### config.mk
export PLATFORM = sky130hd
export DESIGN_NAME = shift_exec_ctrl_flat
export DESIGN_NICKNAME = d
export VERILOG_FILES = /design/src/rtl/shift_pkg.sv /design/src/rtl/shift_exec_ctrl_if.sv /design/src/rtl/bit_reverse32.sv /design/src/rtl/shift_exec_ctrl.sv /design/src/flat_wrapper.sv
export SDC_FILE = /design/constraint.sdc
export NUM_CORES = 1
export LEC_CHECK = 0
export CAP_MARGIN = 20
export CORE_MARGIN = 4
export CORE_UTILIZATION = 40
export DETAILED_ROUTE_END_ITERATION = 10
export HOLD_SLACK_MARGIN = 0.02
export PLACE_DENSITY_LB_ADDON = 0.1
export SLEW_MARGIN = 10
export SYNTH_ARGS = -nofsm -noshare
export SYNTH_HDL_FRONTEND = slang
export SYNTH_SLANG_ARGS = --single-unit
### constraint.sdc
create_clock -name clk -period 3.4 [get_ports clk]
set_clock_uncertainty 0.1 [all_clocks]
set_input_delay 0.68 -clock clk [delete_from_list [all_inputs] [get_ports clk]]
set_output_delay 0.68 -clock clk [all_outputs]
set_load 0.02 [all_outputs]
### src/rtl/shift_pkg.sv
// Shared constants and encodings for the shift execute-stage controller.
package shift_pkg;

  localparam int unsigned WIDTH = 32;
  localparam int unsigned SHW   = 5;
  localparam int unsigned TAGW  = 5;

  typedef enum logic [1:0] {
    OP_SRL = 2'b00,
    OP_SRA = 2'b01,
    OP_SLL = 2'b10,
    OP_ROR = 2'b11
  } op_e;

  typedef enum logic [1:0] {
    S_IDLE  = 2'b00,
    S_SHIFT = 2'b01,
    S_ROT2  = 2'b10,
    S_DONE  = 2'b11
  } state_e;

endpackage

### src/rtl/shift_exec_ctrl_if.sv
// Request, result and external-shifter signals of the shift controller.
//   in_*   : issue-side request (valid/ready)
//   out_*  : writeback-side result (valid/ready)
//   shf_*  : connection to the external combinational right shifter
interface shift_exec_ctrl_if;
  import shift_pkg::*;

  logic              in_valid;
  logic              in_ready;
  logic [WIDTH-1:0]  in_data;
  logic [SHW-1:0]    in_sha;
  logic [1:0]        in_op;
  logic [TAGW-1:0]   in_tag;

  logic [WIDTH-1:0]  shf_in;
  logic [SHW-1:0]    shf_sha;
  logic [WIDTH-1:0]  shf_out;

  logic              out_valid;
  logic              out_ready;
  logic [WIDTH-1:0]  out_result;
  logic [TAGW-1:0]   out_tag;
  logic              out_zero;

  // Controller side
  modport slave (
    input  in_valid, in_data, in_sha, in_op, in_tag, shf_out, out_ready,
    output in_ready, shf_in, shf_sha, out_valid, out_result, out_tag, out_zero
  );

  // Issue / writeback / shifter side
  modport master (
    output in_valid, in_data, in_sha, in_op, in_tag, shf_out, out_ready,
    input  in_ready, shf_in, shf_sha, out_valid, out_result, out_tag, out_zero
  );

endinterface

### src/rtl/bit_reverse32.sv
// Combinational 32-bit bit reversal.
//   data_i : input word
//   data_o : data_o[i] = data_i[31-i]
module bit_reverse32
  import shift_pkg::*;
(
  input  logic [WIDTH-1:0] data_i,
  output logic [WIDTH-1:0] data_o
);

  always_comb begin
    data_o = '0;
    for (int i = 0; i < int'(WIDTH); i++) begin
      data_o[i] = data_i[WIDTH-1-i];
    end
  end

endmodule

### src/rtl/shift_exec_ctrl.sv
// Execute-stage controller building SRL/SRA/SLL/ROR around an external
// right-only shifter. ROR with a non-zero amount takes two shifter passes.
//   clk, rst_n : clock, async active-low reset
//   flush      : synchronous abort of any in-flight operation
//   bus        : request, result and shifter connection (slave side)
module shift_exec_ctrl
  import shift_pkg::*;
(
  input  logic              clk,
  input  logic              rst_n,
  input  logic              flush,
  shift_exec_ctrl_if.slave  bus
);

  state_e            state_q, state_d;
  op_e               op_q, op_d;
  logic [SHW-1:0]    sha_q, sha_d;
  logic [TAGW-1:0]   tag_q, tag_d;
  logic [WIDTH-1:0]  data_q, data_d;
  logic [WIDTH-1:0]  partial_q, partial_d;
  logic [WIDTH-1:0]  result_q, result_d;
  logic              valid_q, valid_d;
  logic              zero_q, zero_d;

  logic [WIDTH-1:0]  data_rev;
  logic [WIDTH-1:0]  shf_out_rev;
  logic [WIDTH-1:0]  shf_in_c;
  logic [SHW-1:0]    shf_sha_c;
  logic [WIDTH-1:0]  pass_res_c;
  logic              in_ready_c;
  logic              accept_c;

  bit_reverse32 u_rev_in  (.data_i(data_q),      .data_o(data_rev));
  bit_reverse32 u_rev_out (.data_i(bus.shf_out), .data_o(shf_out_rev));

  // Reset is folded in so the issue path never sees ready during reset
  assign in_ready_c = rst_n && !flush &&
                      ((state_q == S_IDLE) || ((state_q == S_DONE) && bus.out_ready));
  assign accept_c   = bus.in_valid && in_ready_c;

  // Shifter operand/amount per pass; SLL and the ROR left half use reversed data
  always_comb begin
    shf_in_c  = '0;
    shf_sha_c = '0;
    case (state_q)
      S_SHIFT: begin
        shf_sha_c = sha_q;
        case (op_q)
          OP_SRA:  shf_in_c = data_q[WIDTH-1] ? ~data_q : data_q;
          OP_SLL:  shf_in_c = data_rev;
          default: shf_in_c = data_q;
        endcase
      end
      S_ROT2: begin
        shf_in_c  = data_rev;
        shf_sha_c = ~sha_q + SHW'(1);
      end
      default: ;
    endcase
  end

  // First-pass result; SRA inverts back, SLL reverses back, ROR by 0 is identity
  always_comb begin
    pass_res_c = bus.shf_out;
    case (op_q)
      OP_SRA:  pass_res_c = data_q[WIDTH-1] ? ~bus.shf_out : bus.shf_out;
      OP_SLL:  pass_res_c = shf_out_rev;
      OP_ROR:  pass_res_c = data_q;
      default: pass_res_c = bus.shf_out;
    endcase
  end

  // Next-state and register update logic
  always_comb begin
    state_d   = state_q;
    op_d      = op_q;
    sha_d     = sha_q;
    tag_d     = tag_q;
    data_d    = data_q;
    partial_d = partial_q;
    result_d  = result_q;
    valid_d   = valid_q;
    zero_d    = zero_q;

    if (flush) begin
      state_d = S_IDLE;
      valid_d = 1'b0;
    end else begin
      case (state_q)
        S_SHIFT: begin
          if ((op_q == OP_ROR) && (sha_q != '0)) begin
            partial_d = bus.shf_out;
            state_d   = S_ROT2;
          end else begin
            result_d = pass_res_c;
            zero_d   = (pass_res_c == '0);
            valid_d  = 1'b1;
            state_d  = S_DONE;
          end
        end
        S_ROT2: begin
          result_d = partial_q | shf_out_rev;
          zero_d   = ((partial_q | shf_out_rev) == '0);
          valid_d  = 1'b1;
          state_d  = S_DONE;
        end
        S_DONE: begin
          if (bus.out_ready) begin
            valid_d = 1'b0;
            state_d = S_IDLE;
          end
        end
        default: ;
      endcase

      // Accept from IDLE, or from DONE while retiring the held result
      if (accept_c) begin
        op_d    = op_e'(bus.in_op);
        sha_d   = bus.in_sha;
        tag_d   = bus.in_tag;
        data_d  = bus.in_data;
        state_d = S_SHIFT;
      end
    end
  end

  always_ff @(posedge clk or negedge rst_n) begin
    if (!rst_n) begin
      state_q   <= S_IDLE;
      op_q      <= OP_SRL;
      sha_q     <= '0;
      tag_q     <= '0;
      data_q    <= '0;
      partial_q <= '0;
      result_q  <= '0;
      valid_q   <= 1'b0;
      zero_q    <= 1'b0;
    end else begin
      state_q   <= state_d;
      op_q      <= op_d;
      sha_q     <= sha_d;
      tag_q     <= tag_d;
      data_q    <= data_d;
      partial_q <= partial_d;
      result_q  <= result_d;
      valid_q   <= valid_d;
      zero_q    <= zero_d;
    end
  end

  assign bus.in_ready   = in_ready_c;
  assign bus.shf_in     = shf_in_c;
  assign bus.shf_sha    = shf_sha_c;
  assign bus.out_valid  = valid_q;
  assign bus.out_result = result_q;
  assign bus.out_tag    = tag_q;
  assign bus.out_zero   = zero_q;

endmodule

### src/flat_wrapper.sv
// flat-port wrapper written by rule: the top's interface ports become plain ports
module shift_exec_ctrl_flat import shift_pkg::*;
  (clk, rst_n, flush, bus_in_valid, bus_in_data, bus_in_sha, bus_in_op, bus_in_tag, bus_shf_out, bus_out_ready, bus_in_ready, bus_shf_in, bus_shf_sha, bus_out_valid, bus_out_result, bus_out_tag, bus_out_zero);
  shift_exec_ctrl_if bus_i ();
  input  logic clk;
  input  logic rst_n;
  input  logic flush;
  input wire logic [$bits(bus_i.in_valid)-1:0] bus_in_valid;
  input wire logic [$bits(bus_i.in_data)-1:0] bus_in_data;
  input wire logic [$bits(bus_i.in_sha)-1:0] bus_in_sha;
  input wire logic [$bits(bus_i.in_op)-1:0] bus_in_op;
  input wire logic [$bits(bus_i.in_tag)-1:0] bus_in_tag;
  input wire logic [$bits(bus_i.shf_out)-1:0] bus_shf_out;
  input wire logic [$bits(bus_i.out_ready)-1:0] bus_out_ready;
  output wire logic [$bits(bus_i.in_ready)-1:0] bus_in_ready;
  output wire logic [$bits(bus_i.shf_in)-1:0] bus_shf_in;
  output wire logic [$bits(bus_i.shf_sha)-1:0] bus_shf_sha;
  output wire logic [$bits(bus_i.out_valid)-1:0] bus_out_valid;
  output wire logic [$bits(bus_i.out_result)-1:0] bus_out_result;
  output wire logic [$bits(bus_i.out_tag)-1:0] bus_out_tag;
  output wire logic [$bits(bus_i.out_zero)-1:0] bus_out_zero;
  assign bus_i.in_valid = bus_in_valid;
  assign bus_i.in_data = bus_in_data;
  assign bus_i.in_sha = bus_in_sha;
  assign bus_i.in_op = bus_in_op;
  assign bus_i.in_tag = bus_in_tag;
  assign bus_i.shf_out = bus_shf_out;
  assign bus_i.out_ready = bus_out_ready;
  assign bus_in_ready = bus_i.in_ready;
  assign bus_shf_in = bus_i.shf_in;
  assign bus_shf_sha = bus_i.shf_sha;
  assign bus_out_valid = bus_i.out_valid;
  assign bus_out_result = bus_i.out_result;
  assign bus_out_tag = bus_i.out_tag;
  assign bus_out_zero = bus_i.out_zero;
  shift_exec_ctrl u_core (.clk(clk), .rst_n(rst_n), .flush(flush), .bus(bus_i));
endmodule
**Word level (Yosys, flattened, before mapping)**

Cells that the tools add are included.

- Flip-flop bits (word level): 112
- Output and inout port bits: 77
- Word-level logic and storage cells: 63
- Input port bits: 81

- Mux-type cells: 19
- Reductions and logical operators: 19
- Eq/ne operators: 10
- Bitwise gates (word level): 5
- $add $sub $neg: 1

Operators with widths:

| operator | number |
|---|---|
| $pmux W32 S2 | 3 |
| $mux W32 | 3 |
| $pmux W32 S3 | 1 |
| $logic_not A32 Y1 | 2 |
| $not A32 Y32 | 2 |
| $or A32 B32 Y32 | 1 |
| $pmux W5 S2 | 1 |
| $reduce_bool A5 Y1 | 2 |
| $reduce_and A3 Y1 | 3 |
| $eq A2 B2 Y1 const B | 4 |
| $mux W2 | 3 |
| $ne A3 B3 Y1 const B | 2 |
| $pmux W2 S3 | 1 |
| $add A5 B1 Y5 const B | 1 |
| $logic_and A1 B1 Y1 | 5 |
| $mux W1 | 5 |
| $not A5 Y5 | 1 |
| $eq A2 B1 Y1 const B | 2 |
| $ne A4 B3 Y1 const B | 1 |
| $reduce_and A2 Y1 | 2 |
| $reduce_bool A4 Y1 | 1 |
| $pmux W1 S3 | 1 |
| $logic_not A2 Y1 | 1 |
| $ne A2 B2 Y1 const B | 1 |
| 5 further kinds | 5 |

**Logic depth before layout (Yosys ltp)**

- Depth in word-level cells: 7
- Depth in mapped cells: 12
- Depth with buffers taken out: 10

**Modules after synthesis**

From an unflattened synthesis, not the netlist that was laid out.

- Cells, all modules: 836
- Area total of the unflattened synthesis: 7901.3 µm²

By module, submodules not included:

| module | times used | area each (µm²) | cells each | sequential area each (µm²) |
|---|---|---|---|---|
| shift_exec_ctrl | 1 | 7420.9 | 772 | 2802.7 |
| bit_reverse32 | 2 | 240.2 | 32 | 0.0 |

**Least setup slack after synthesis**

Ideal clock, no wire load.

- Path kind: register to output
- From: reg u_core.op_q[0]
- To: out bus_shf_in[0]
- Data arrival time: 2.038 ns
- Stages on the path, launching flop included: 10
- Required time: 2.620 ns
- Buffers on the path: 3
- Setup slack: 0.582 ns
- Cells stage by stage: dfrtp_1 inv_1 ha_1 buf_2 and2_1 clkbuf_1 a21o_1 clkbuf_1 o21ai_0 a21oi_1

- Word-level cells in the longest chain between the ends: 3
- Elaborated cells between the ends (all ways): 4
- Classes of those cells: eq/ne (2); mux (2)

Ends and longest elaborated chain:

| element | line | source |
|---|---|---|
| start, declared | shift_exec_ctrl.sv:16 | `op_e op_q, op_d;` |
| start signal, assigned | shift_exec_ctrl.sv:140 | `op_q <= op_d;` |
| $eq A2 B2 Y1 or $eq A2 B1 Y1 (tied branches) | shift_exec_ctrl.sv:48 | `case (op_q)` |
| $pmux W32 S2 (*) | shift_exec_ctrl.sv:48 |  |
| $pmux W32 S2 (*) | shift_exec_ctrl.sv:45 | `case (state_q)` |
| end, declared | flat_wrapper.sv:16 | `output wire logic [$bits(bus_i.shf_in)-1:0] bus_shf_in;` |

Mark *: on every way between the ends. The rest lies on a longest branch, timed or not.

**Worst setup path after layout**

- From: reg u_core.op_q[0]
- To: out bus_shf_in[11]

Same word-level chain as after synthesis.

==> flow_metrics.env <==
export IMPL_overflow=0
export IMPL_drive_gt1_share_pct=16.9
export IMPL_first_pass_iters=5
export IMPL_nets=983
export IMPL_io_buffers=157
export IMPL_crit_path_end_kind="primary output"
export IMPL_peakVddDrop_mv=0.491
export IMPL_p_sw_share_pct=47.2
export IMPL_synthesis_area_mm2=0.00727
export IMPL_core_rowCount=49
export IMPL_grt_start_max_net_pins=93
export IMPL_start_kind="flop"
export IMPL_worstMarginPinSlew_ns=0.875
export IMPL_synth_net_count=872
export IMPL_num_vias=6843
export IMPL_hold_viol=0
export IMPL_path_buf_inv=3
export IMPL_place_hpwl_um=17900
export IMPL_crit_type="flop to primary output"
export IMPL_placed_area_mm2=0.00901
export IMPL_synth_area_top_cells="dfrtp_1 (39%), mux2_2 (15%), a22oi_1 (6.4%), o21ai_0 (6.3%), mux2i_1 (4.3%)"
export IMPL_avgSynthCellArea_um2=9.32
export IMPL_use_met2_pct=37.9
export IMPL_fin_crit_sh_pct=96.7
export IMPL_min_period_ns=3.29
export IMPL_cts_sinks=112
export IMPL_slew_headroom_pct=41.7
export IMPL_path_max_fanout=22
export IMPL_ys_async_sr_fraction_pct=100
export IMPL_post_cts_buffers=0
export IMPL_slowest_stage="dfrtp_1"
export IMPL_p_seq_share_pct=28.3
export IMPL_pwr_share_clk_pct=11.0
export IMPL_hold_class="flop to flop"
export IMPL_antenna_found_initial=0
export IMPL_synth_seq_cells=112
export IMPL_postCtsHoldBufs=0
export IMPL_initial_core_util_pct=40.6
export IMPL_status="complete, no violations"
export IMPL_ys_seq_area_share_pct=38.5
export IMPL_chipHeight_um=143
export IMPL_r2r_worst_path_cells=8
export IMPL_nFillCells=1653
export IMPL_p_sw_mw=4.50
export IMPL_r2r_end="u_core.bus.out_result[19]"
export IMPL_hold_depth=2
export IMPL_yosys_warnings=0
export IMPL_gp_congestion=0.907
export IMPL_reg2reg_from="u_core.op_q[0]"
export IMPL_synth_common_cells="dfrtp_1 (112), mux2_2 (99), o21ai_0 (91)"
export IMPL_cts_tree="yes"
export IMPL_drc=0
export IMPL_io_pins=158
export IMPL_syn2layout_area_growth_pct=27.8
export IMPL_clk_latency_ns=0.36
export IMPL_required_ns=2.62
export IMPL_setup_tns_ns=0
export IMPL_antenna_left=0
export IMPL_first_iter_violations=578
export IMPL_die_w_um=143
export IMPL_clk_pin_slew_ns=0.07
export IMPL_grt_first_pass_wirelength_um=39200
export IMPL_powerDensity_mw_per_mm2=1030
export IMPL_cts_path_max_buffers=2
export IMPL_root_buffer="clkbuf_16"
export IMPL_top_usage_layer="met2"
export IMPL_internal_power_mw=5.04
export IMPL_max_cap_viol_count=0
export IMPL_fin_util_pct=51.9
export IMPL_netlist_area_leader_share_pct=38.5
export IMPL_antenna_cells=0
export IMPL_ff2ff_setup_slack_ns=0.71
export IMPL_via_per_inst=6.08
export IMPL_hold_start="u_core.bus.out_result[8]"
export IMPL_finalSetupViolCount=0
export IMPL_grt_pass1_vias=6654
export IMPL_p_comb_share_pct=60.8
export IMPL_whs_endpoint="u_core.bus.out_result[8]"
export IMPL_critPathArrivalTime_ns=2.51
export IMPL_yosysMostFrequentCell="dfrtp_1"
export IMPL_timing_fmax_ghz=0.304
export IMPL_max_stage_delay_ns=0.42
export IMPL_cts_buffers=9
export IMPL_dieArea_mm2=0.0204
export IMPL_total_leakage_power_nw=4.04
export IMPL_synth_distinct_cells=46
export IMPL_ys_flop_type="dfrtp_1"
export IMPL_met1_usage_pct=36.0
export IMPL_wl_per_cell_um=22.2
export IMPL_core_mm2=0.0179
export IMPL_routed_wl_um=25000
export IMPL_met3_usage_pct=3.99
export IMPL_critical_path_top_delay_family="buffers and inverters"
export IMPL_synth_edf_count=0
export IMPL_postLayoutCellArea_mm2=0.00930
export IMPL_final_max_slew_viol_count=0
export IMPL_synth_top_area_cell="dfrtp_1"
export IMPL_crit_chain="inv_1, ha_2, and2_1, buf_4, a221o_1, a22oi_1, nor2_1, dlygate4sd2_1"
export IMPL_syn_instance_count=780
export IMPL_grt_usage_pct=24.5
export IMPL_rsz0062_at_grt="false"
export IMPL_htree_levels=3
timing repair:
item	4_1_cts	5_1_grt
pin swaps	0	0
resized for setup	26	10
setup endpoints to repair	31	9
endpoints found under the hold margin	0	0
state kept, by name, summed over array words and instances (netlist names):
register and count:
u_core.op_q 2, u_core.bus.out_zero 1, u_core.bus.out_tag 5, u_core.state_q 2, u_core.sha_q 5, u_core.partial_q 32, u_core.bus.out_result 32, u_core.data_q 32
u_core.bus.out_valid 1
routing by layer:
metal / up-vias / routed length (µm)
met2: 295 / 11500
met3: 20 / 1800
met1: 3390 / 11400
met5: - / 0
met4: 0 / 364
li1: 3138 / -
cells by family after synthesis:
kind of cell             Yosys count  share of synthesized area (%)
multiplexers                     130                           19.6
adder cells (fa/ha/maj)           11                           1.89
AO/OA/AOI/OAI                    249                           22.5
flip-flops                       112                           38.5
buffers and inverters             97                           5.45
XOR/XNOR                           2                          0.241
AND/OR/NAND/NOR                  179                           11.7
power groups by stage:
stage	combinational (mW)	sequential, mW	clock (mW)
6_report	5.80	2.70	1.05
5_1_grt	6.35	2.79	1.12
2_1_floorplan	3.68	2.71	0
3_5_place_dp	5.86	2.71	0
4_1_cts	5.80	2.68	1.07
3_3_place_gp	5.76	2.66	0
layout by cell type (no fill, tap or decap), types with 7 or more instances in the layout:
master,synthesis,layout
a21oi_1,35,35
a221o_1,25,25
a22oi_1,62,62
buf_4,0,27
clkbuf_16,0,9
clkdlybuf4s50_1,0,124
dfrtp_1,112,112
dlygate4sd2_1,0,23
dlymetal6s2s_1,0,8
ha_1,11,9
inv_1,12,12
mux2_2,99,99
mux2i_1,31,31
nand2_1,45,44
nand4_1,7,7
nor2_1,72,72
nor3b_1,7,7
nor4_1,24,24
o21ai_0,91,90
tightest hold or removal path: stages, from the launching register on:
cell	delay, ns
dfrtp_1	0.35
nand2_1	0.05
o31ai_1	0.05
through the flow:
stage	hold WS, ns	setup WS [ns]	power (mW)	instances
2_1_floorplan	0.284	0.582	6.38	780
3_3_place_gp	0.357	0.342	8.43	1109
3_5_place_dp	0.371	0.280	8.57	1109
4_1_cts	0.387	0.00766	9.56	1125
5_1_grt	0.390	0.000507	10.3	1125
6_report	0.384	0.112	9.54	1125
cell type report:
type	instances	area [µm²]	share of cell area (%)
Multi-Input combinational cell	571	4090	44.0
Sequential cell	112	2800	30.2
Timing Repair Buffer	185	1790	19.3
Tap cell	229	287	3.08
Clock buffer	11	243	2.61
Inverter	12	45.0	0.485
Clock inverter	5	41.3	0.444
worst max path at each step:
stage,startpoint,endpoint,cells past startpoint
CTS,u_core.op_q[1],bus_shf_in[9],10
global route,u_core.state_q[1],bus_shf_sha[3],6
floorplan,u_core.op_q[0],bus_shf_in[0],9
global placement,u_core.op_q[0],bus_shf_in[30],8
detailed placement,u_core.op_q[0],bus_shf_in[29],8
finish,u_core.op_q[0],bus_shf_in[11],8
Power figures use the tool's default switching activity.
